File: config.mk
export PLATFORM = sky130hd
export DESIGN_NAME = lsu_mem_master
export DESIGN_NICKNAME = d
export VERILOG_FILES = /design/src/rtl/lsu_mem_master.sv
export SDC_FILE = /design/constraint.sdc
export NUM_CORES = 1
export LEC_CHECK = 0
export CORE_ASPECT_RATIO = 2
export CORE_MARGIN = 4
export CORE_UTILIZATION = 40
export DETAILED_ROUTE_END_ITERATION = 8
export PLACE_DENSITY = 0.77
export SYNTH_ARGS = -nofsm -noshare
export SYNTH_HDL_FRONTEND = slang
export SYNTH_SLANG_ARGS = --single-unit
File: constraint.sdc
create_clock -name clock -period 2.9 [get_ports clock]
set_input_delay 0.435 -clock clock [delete_from_list [all_inputs] [get_ports clock]]
set_output_delay 0.435 -clock clock [all_outputs]
set_load 0.005 [all_outputs]
File: src/rtl/lsu_mem_master.sv
// lsu_mem_master: single-outstanding load/store initiator for the CPU's simple
// physical-memory port. Accepts one request, optionally idles WAIT_CYCLES cycles,
// performs one memory access and returns the aligned, extended result.
//
// Ports:
//   clock, reset (async, active-low)
//   req_*  : valid/ready request channel from the LSU (store flag, address, data, size, unsigned)
//   rsp_*  : valid/ready response channel (extended load data, access fault)
//   mem_*  : memory read strobe/address/data and write strobe/address/data/byte mask
//
// Build option: define MISALIGN_TRAP_EN to trap misaligned and size=11 requests
// (rsp_err=1, no memory access). Without it rsp_err is 0, misaligned offsets are
// truncated and size=11 behaves as a word access.
module lsu_mem_master #(
    parameter int unsigned WAIT_CYCLES = 0,
    parameter int unsigned ADDR_W      = 32
) (
    input  logic              clock,
    input  logic              reset,
    input  logic              req_valid,
    output logic              req_ready,
    input  logic              req_wen,
    input  logic [ADDR_W-1:0] req_addr,
    input  logic [31:0]       req_wdata,
    input  logic [1:0]        req_size,
    input  logic              req_unsigned,
    output logic              rsp_valid,
    input  logic              rsp_ready,
    output logic [31:0]       rsp_rdata,
    output logic              rsp_err,
    output logic              mem_ren,
    output logic [ADDR_W-1:0] mem_raddr,
    input  logic [31:0]       mem_rdata,
    output logic              mem_wen,
    output logic [ADDR_W-1:0] mem_waddr,
    output logic [31:0]       mem_wdata,
    output logic [3:0]        mem_wmask
);

    localparam int unsigned CNT_W  = 4;
    localparam int unsigned DATA_W = 32;

    typedef enum logic [1:0] {
        S_IDLE   = 2'd0,
        S_WAIT   = 2'd1,
        S_ACCESS = 2'd2,
        S_RESP   = 2'd3
    } state_t;

    state_t             state;
    state_t             state_nxt;
    logic [CNT_W-1:0]   cnt;
    logic [CNT_W-1:0]   cnt_nxt;

    // Latched request fields
    logic               lat_wen;
    logic [ADDR_W-1:0]  lat_addr;
    logic [DATA_W-1:0]  lat_wdata;
    logic [1:0]         lat_size;
    logic               lat_unsigned;

    // Operation currently being set up: live request in IDLE, latched copy afterwards
    logic               op_wen;
    logic [ADDR_W-1:0]  op_addr;
    logic [DATA_W-1:0]  op_wdata;
    logic [1:0]         op_size;
    logic               op_unsigned;

    logic               accept;
    logic               fault;
    logic [1:0]         off;
    logic [3:0]         base_mask;
    logic [ADDR_W-1:0]  aligned_addr;
    logic [DATA_W-1:0]  rd_shift;

    logic               req_ready_nxt;
    logic               rsp_valid_nxt;
    logic [DATA_W-1:0]  rsp_rdata_nxt;
    logic               rsp_err_nxt;
    logic               mem_ren_nxt;
    logic [ADDR_W-1:0]  mem_raddr_nxt;
    logic               mem_wen_nxt;
    logic [ADDR_W-1:0]  mem_waddr_nxt;
    logic [DATA_W-1:0]  mem_wdata_nxt;
    logic [3:0]         mem_wmask_nxt;

    // Sign/zero extension of right-aligned load data
    function automatic logic [DATA_W-1:0] load_ext(input logic [DATA_W-1:0] d,
                                                   input logic [1:0] size,
                                                   input logic uns);
        logic [DATA_W-1:0] r;
        case (size)
            2'b00:   r = uns ? {24'h0, d[7:0]}   : {{24{d[7]}}, d[7:0]};
            2'b01:   r = uns ? {16'h0, d[15:0]}  : {{16{d[15]}}, d[15:0]};
            default: r = d;
        endcase
        return r;
    endfunction

    assign accept = req_valid && req_ready && (state == S_IDLE);

`ifdef MISALIGN_TRAP_EN
    assign fault = (req_size == 2'b11) ||
                   ((req_size == 2'b01) && req_addr[0]) ||
                   ((req_size == 2'b10) && (req_addr[1:0] != 2'b00));
`else
    assign fault = 1'b0;
`endif

    assign op_wen      = (state == S_IDLE) ? req_wen      : lat_wen;
    assign op_addr     = (state == S_IDLE) ? req_addr     : lat_addr;
    assign op_wdata    = (state == S_IDLE) ? req_wdata    : lat_wdata;
    assign op_size     = (state == S_IDLE) ? req_size     : lat_size;
    assign op_unsigned = (state == S_IDLE) ? req_unsigned : lat_unsigned;

    // Lane offset; misaligned bits are dropped (only reachable when not trapping)
    always_comb begin
        off       = 2'b00;
        base_mask = 4'b1111;
        case (op_size)
            2'b00: begin
                off       = op_addr[1:0];
                base_mask = 4'b0001;
            end
            2'b01: begin
                off       = {op_addr[1], 1'b0};
                base_mask = 4'b0011;
            end
            default: begin
                off       = 2'b00;
                base_mask = 4'b1111;
            end
        endcase
    end

    assign aligned_addr = {op_addr[ADDR_W-1:2], 2'b00};
    assign rd_shift     = mem_rdata >> {off, 3'b000};

    // State register
    always_ff @(posedge clock or negedge reset) begin
        if (!reset) begin
            state <= S_IDLE;
            cnt   <= '0;
        end else begin
            state <= state_nxt;
            cnt   <= cnt_nxt;
        end
    end

    // Next-state logic
    always_comb begin
        state_nxt = state;
        cnt_nxt   = cnt;
        case (state)
            S_IDLE: begin
                if (accept) begin
                    if (fault) begin
                        state_nxt = S_RESP;
                    end else if (WAIT_CYCLES > 0) begin
                        state_nxt = S_WAIT;
                        cnt_nxt   = CNT_W'(WAIT_CYCLES);
                    end else begin
                        state_nxt = S_ACCESS;
                    end
                end
            end
            S_WAIT: begin
                if (cnt <= CNT_W'(1)) begin
                    state_nxt = S_ACCESS;
                    cnt_nxt   = '0;
                end else begin
                    cnt_nxt = cnt - CNT_W'(1);
                end
            end
            S_ACCESS: state_nxt = S_RESP;
            S_RESP:   if (rsp_ready) state_nxt = S_IDLE;
            default:  state_nxt = S_IDLE;
        endcase
    end

    // Output logic: next values for the registered outputs
    always_comb begin
        req_ready_nxt = (state_nxt == S_IDLE);
        rsp_valid_nxt = (state_nxt == S_RESP);
        mem_ren_nxt   = (state_nxt == S_ACCESS) && !op_wen;
        mem_wen_nxt   = (state_nxt == S_ACCESS) && op_wen;
        mem_raddr_nxt = mem_ren_nxt ? aligned_addr : '0;
        mem_waddr_nxt = mem_wen_nxt ? aligned_addr : '0;
        mem_wdata_nxt = mem_wen_nxt ? (op_wdata << {off, 3'b000}) : '0;
        mem_wmask_nxt = mem_wen_nxt ? (base_mask << off) : 4'b0000;
        rsp_rdata_nxt = rsp_rdata;
        rsp_err_nxt   = rsp_err;
        if (state == S_ACCESS) begin
            rsp_rdata_nxt = op_wen ? '0 : load_ext(rd_shift, op_size, op_unsigned);
            rsp_err_nxt   = 1'b0;
        end else if (accept && fault) begin
            rsp_rdata_nxt = '0;
            rsp_err_nxt   = 1'b1;
        end
    end

    // Output registers; reset drops any pending strobe immediately
    always_ff @(posedge clock or negedge reset) begin
        if (!reset) begin
            req_ready <= 1'b0;
            rsp_valid <= 1'b0;
            rsp_rdata <= '0;
            rsp_err   <= 1'b0;
            mem_ren   <= 1'b0;
            mem_raddr <= '0;
            mem_wen   <= 1'b0;
            mem_waddr <= '0;
            mem_wdata <= '0;
            mem_wmask <= 4'b0000;
        end else begin
            req_ready <= req_ready_nxt;
            rsp_valid <= rsp_valid_nxt;
            rsp_rdata <= rsp_rdata_nxt;
            rsp_err   <= rsp_err_nxt;
            mem_ren   <= mem_ren_nxt;
            mem_raddr <= mem_raddr_nxt;
            mem_wen   <= mem_wen_nxt;
            mem_waddr <= mem_waddr_nxt;
            mem_wdata <= mem_wdata_nxt;
            mem_wmask <= mem_wmask_nxt;
        end
    end

    // Request capture on accept
    always_ff @(posedge clock or negedge reset) begin
        if (!reset) begin
            lat_wen      <= 1'b0;
            lat_addr     <= '0;
            lat_wdata    <= '0;
            lat_size     <= 2'b00;
            lat_unsigned <= 1'b0;
        end else if (accept) begin
            lat_wen      <= req_wen;
            lat_addr     <= req_addr;
            lat_wdata    <= req_wdata;
            lat_size     <= req_size;
            lat_unsigned <= req_unsigned;
        end
    end

endmodule

### Yosys cells after proc, flatten, opt, wreduce, memory -nomap -nowiden

Index checks and enable logic that the tools add are counted.

| word-level totals | value |
|---|---|
| register bits | 210 |
| bits in latches | 0 |
| RAM bits | 0 |
| memory bits (read-only) | 0 |
| input port bits | 104 |
| output and inout port bits | 137 |
| logic and storage cells | 55 |
| memories kept | 0 |

| cells by class | value |
|---|---|
| $add $sub $neg | 1 |
| multipliers | 0 |
| div/mod/pow operators | 0 |
| order comparisons | 1 |
| equality and inequality tests | 6 |
| shifts and indexed selects | 3 |
| multiplexer cells | 20 |
| bitwise operators | 0 |
| reductions and logical operators | 8 |

Operator list:

| operator | count |
|---|---|
| $mux W32 | 8 |
| $pmux W32 S2 | 1 |
| $shl A32 B5 Y32 | 1 |
| $shr A32 B5 Y32 | 1 |
| $eq A2 B2 Y1 const B | 4 |
| $mux W2 | 4 |
| $mux W4 | 2 |
| $pmux W2 S4 | 1 |
| $pmux W4 S2 | 1 |
| $logic_not A2 Y1 | 3 |
| $eq A2 B1 Y1 const B | 2 |
| $le A4 B1 Y1 const B | 1 |
| $logic_and A1 B1 Y1 | 4 |
| $pmux W2 S2 | 1 |
| $shl A4 B2 Y4 | 1 |
| $sub A4 B1 Y4 const B | 1 |
| $mux W1 | 2 |
| $logic_not A1 Y1 | 1 |

### Longest topological paths before layout

| logic depth | value |
|---|---|
| word-level depth | 8 |
| mapped depth | 11 |
| mapped depth without buffers | 8 |

### Worst setup path after synthesis

OpenSTA, ideal clock, no wires.

| timing | value |
|---|---|
| kind | register to register |
| start | register state[0] |
| end | register rsp_rdata[24] |
| library setup time | 128 ps |
| arrival | 2,164 ps |
| data required time | 2,772 ps |
| setup slack | 607 ps |
| cell stages (with the launch flop) | 8 |
| buffers on the path | 1 |
| period minus slack after synthesis | 2,293 ps |
| path through | dfrtp_1 > buf_4 > nor4_1 > a21oi_4 > nor2_2 > mux4_2 > a22oi_4 > o21ai_1 |

| on the way | value |
|---|---|
| cells in the longest elaborated chain, start to end | 8 |
| elaborated cells on any way between the ends | 14 |
| those cells by class | eq/ne: 2; shift: 1; mux: 9; reduce/logical: 2 |

Ends and longest elaborated chain:

| element | RTL line | source |
|---|---|---|
| start, declared | 50 | `state_t state;` |
| start signal, assigned | 145 | `state <= state_nxt;` |
| $logic_not A2 Y1 | -- |  |
| $mux W2 | 113 | `assign op_size = (state == S_IDLE) ? req_size : lat_size;` |
| $eq A2 B1 Y1 or $logic_not A2 Y1 (tied branches) | 92, 120 |  |
| $pmux W2 S2 | 120 | `case (op_size)` |
| $shr A32 B5 Y32 | 137 | `assign rd_shift = mem_rdata >> {off, 3'b000};` |
| $mux W32 (on tied branches) | 94, 93 |  |
| $pmux W32 S2 | 92 | `case (size)` |
| $mux W32 | 194 | `rsp_rdata_nxt = op_wen ? '0 : load_ext(rd_shift, op_size, op_unsigned);` |
| end signal, assigned | 218 | `rsp_rdata <= rsp_rdata_nxt;` |
| end, declared | 29 | `output logic [31:0] rsp_rdata,` |

Parallel ways exist; a longest one is shown, timed or not.
A chain may end at the register's enable or synchronous reset.

### Worst setup path after layout

| timing | value |
|---|---|
| start | register state[0] |
| end | register rsp_rdata[2] |

| on the way | value |
|---|---|
| cells in the longest elaborated chain, start to end | 8 |
| elaborated cells on any way between the ends | 13 |
| those cells by class | eq/ne: 2; shift: 1; mux: 8; reduce/logical: 2 |

Ends and longest elaborated chain:

| element | RTL line |
|---|---|
| $logic_not A2 Y1 | 110, 111, 113 |
| $mux W2 | 113 |
| $eq A2 B1 Y1 or $logic_not A2 Y1 (tied branches) | 92, 120 |
| $pmux W2 S2 | 120 |
| $shr A32 B5 Y32 | 137 |
| $mux W32 (on tied branches) | 94, 93 |
| $pmux W32 S2 | 92 |
| $mux W32 | 194 |

Parallel ways exist; a longest one is shown, timed or not.

==> run summary <==
Status: completed
Detailed placer's ending HPWL: 17.5 mm
Dpl cells: 1,153
Remaining global-route overflow: 0
Hold crit path type: in -> async
Share of cells above drive strength 1: 18.4%
Die area: 24,200 µm²
Clock power share: 20.7%
Fill cells: 1,748
Clk root buf: clkbuf_16
WL per Instance: 19.7 µm
Cell Area, Placed: 11,400 µm²
Post-synth top area cell: dfrtp_1
Startpoint Class: flop
Setup violations, final: 0
Max Fclk: 0.409 GHz
Initial antenna violation count: 4
Die W: 112 µm
Worst-path maximum fanout: 14
Unrepaired setup endpoints after global routing: false
Number of distinct library cells after synthesis: 46
Sequential area share after synthesis: 59.5%
Initial drt markers: 235
Starting Density: 41.0%
Warning count from the yosys run: 0
Vias per cell: 5.17
# rows: 75
Crit-path cells: or2_2 > a31oi_2 > buf_4 > mux2i_1 > nand2_1 > a32o_1
Post-synth EDFFs: 0
Final min period: 2.45 ns
Clock sinks: 206
# DRC: 0
Largest net degree at the start of global routing: 64
Vert. Die Dim: 216 µm
Hold Vio Cnt, Final: 0
Pre-antenna DRT Iters: 5
Power Density: 982 nW/µm²
PortBufs: 235
Power share of the combinational group: 42.1%
Peak per-stage delay on the critical path: 0.50 ns
Vias in the first global route: 6,620
CTS tree: built
Area contributors post-synth: dfrtp_1 59%, mux2_2 9.7%, mux4_2 6.5%
Register area: 5150 µm²
Seq pwr share: 37.2%
P_sw: 3.89 mW
Leak: 5.28 nW
PostCTS Resize Cnt: 0
Worst Tran Pin Value: 0.832 ns
CP Class: reg -> reg
Core area: 21,100 µm²
Synthesis-to-finish area growth: 39.0%
First-pass GRT wire length: 36.6 mm
Most common cell after layout, fill and taps aside: clkdlybuf4s50_1
Share of the synthesized area in the top cell type: 59.5%
Worst EP required: 3.28 ns
Main synth FF type: dfrtp_1
Slowest cell on crit path: dfrtp_1
Area of the multi-input gates: 3310 µm²
Internal power: 7.95 mW
Clk slew on worst S/H paths: 0.06 ns
Slew Limit Headroom: 44.4%
Post-Route WL: 23.4 mm
H-Tree Depth: 1
CP Capture Type: flop
Fin cells: 1,190
Vias: 6,158
Num CTS Buffers: 19
Clk Latency, worst-skew pair: 0.50 ns
Setup Skew: 0.0119 ns
Final instance area: 12,000 µm²
Maximum vdd drop: 600 µV
Max cap viols: 0
Most frequent cells in the layout: 234 x clkdlybuf4s50_1, 206 x dfrtp_1, 86 x nor2_1, 75 x mux2_2, 54 x mux2i_1
Ys async rst share: 100%
ANT nets after route: 0
RD Place Congestion: 0.819
I/O pins: 241
Synthesized area: 8660 µm²
Crit share post-route: 84.4%
Maximum root-to-sink buffer count: 3
Post-synthesis register bit count: 206
CP arrival: 2.83 ns
Setup total negative slack: 0 ns
Post-Syn Instances: 665
Final #Nets: 1,012
Total GRT Usage: 19.2%
Mean Syn Cell Area: 13.0 µm²
Final Max Slew Viols: 0
Switching share of power: 32.8%
==> registers in the layout, indices dropped and copies added (netlist names) <==
| signal | cells |
|---|---|
| cnt | 4 |
| lat_addr | 32 |
| lat_size | 2 |
| lat_unsigned | 1 |
| lat_wdata | 32 |
| lat_wen | 1 |
| mem_raddr | 30 |
| mem_ren | 1 |
| mem_waddr | 30 |
| mem_wdata | 32 |
| mem_wen | 1 |
| mem_wmask | 4 |
| req_ready | 1 |
| rsp_rdata | 32 |
| rsp_valid | 1 |
| state | 2 |
==> synthesized netlist by cell type, types with 2 or more instances <==
master and number:
buf_2 13, mux2_2 75, buf_1 3, mux2i_1 54, and2_1 10, clkbuf_1 22, nor4_1 2, o21ai_0 35
nand2_1 49, o21ai_1 9, nor2b_1 5, ha_1 2, a31oi_1 2, buf_4 7, dfrtp_1 206, a22o_1 9
mux4_2 25, nor2_1 87, a21oi_4 2, nand2b_1 3, a32o_1 7, o211ai_1 8, inv_1 7
==> power groups by stage <==
stage	Combinational (mW)	Sequential (mW)	Clock, mW
5_1_grt	5.45	4.52	2.62
3_3_place_gp	4.92	4.42	0
6_report	4.98	4.40	2.45
2_1_floorplan	2.93	4.35	0
4_1_cts	5.05	4.41	2.51
3_5_place_dp	5.04	4.46	0
==> stage by stage <==
step	hold WS, ns	worst slack, ns	utilization, %	power (mW)
after floorplan	0.139	0.607	-	7.28
after global placement	0.438	0.183	54.1	9.34
after detailed placement	0.434	0.125	54.1	9.50
after CTS	0.489	0.459	57.0	12.0
after global routing	0.491	0.328	57.0	12.6
final	0.461	0.453	57.1	11.8
==> worst paths after layout <==
| check | from | to | slack (ns) | cells past startpoint |
|---|---|---|---|---|
| min reg2reg | rsp_rdata[30] | rsp_rdata[30] | 0.49 | 2 |
| max reg2reg | state[0] | rsp_rdata[2] | 0.45 | 6 |
| min | reset | mem_raddr[20] | 0.46 | 2 |
| max in group asynchronous | reset | lat_wdata[5] | 1.71 | 3 |
| min in group clock | rsp_rdata[30] | rsp_rdata[30] | 0.49 | 2 |
| max | state[0] | rsp_rdata[2] | 0.45 | 6 |
==> layer usage <==
metal | GRT usage, % | vias to the layer above | share of wire (%)
met5 | 0 | - | 0.064
met4 | 9.03 | 2 | 3.7
met3 | 4.38 | 52 | 6.3
met2 | 36.3 | 208 | 57
met1 | 19.8 | 3087 | 33
li1 | - | 2809 | -
==> timing repair <==
action,CTS,global route
endpoints found under the setup margin,0,0
hold endpoints to repair,51,0
hold buffers,1,0
setup buffers,0,0
==> area by class of cell <==
cell class	count	area share, %
sequential	206	42.8
multi-input combinational	411	27.5
timing repair buffer	261	21.6
clock buffer	24	4.27
tap	269	2.79
clock inverter	8	0.737
inverter	7	0.218
antenna	4	0.0831
==> kinds of logic after synthesis <==
family                     after synthesis  share of synthesized area, %
muxes                                  155                          22.6
buffers and inverters                   52                          2.74
other                                    1                        0.0433
DFF                                    206                          59.5
adders and majority gates                2                         0.289
and+or+nand+nor                        166                          8.19
AOI/OAI and AO/OA                       83                          6.60
==> critical path, delay by kind of cell, from the launching register on <==
family / cells / cell delay [ns]
AOI/OAI and AO/OA: 2 / 0.68
buffers and inverters: 1 / 0.35
DFF: 1 / 0.50
muxes: 1 / 0.28
and+or+nand+nor: 2 / 0.52
Note: power is estimated with default switching activity, not from simulation.
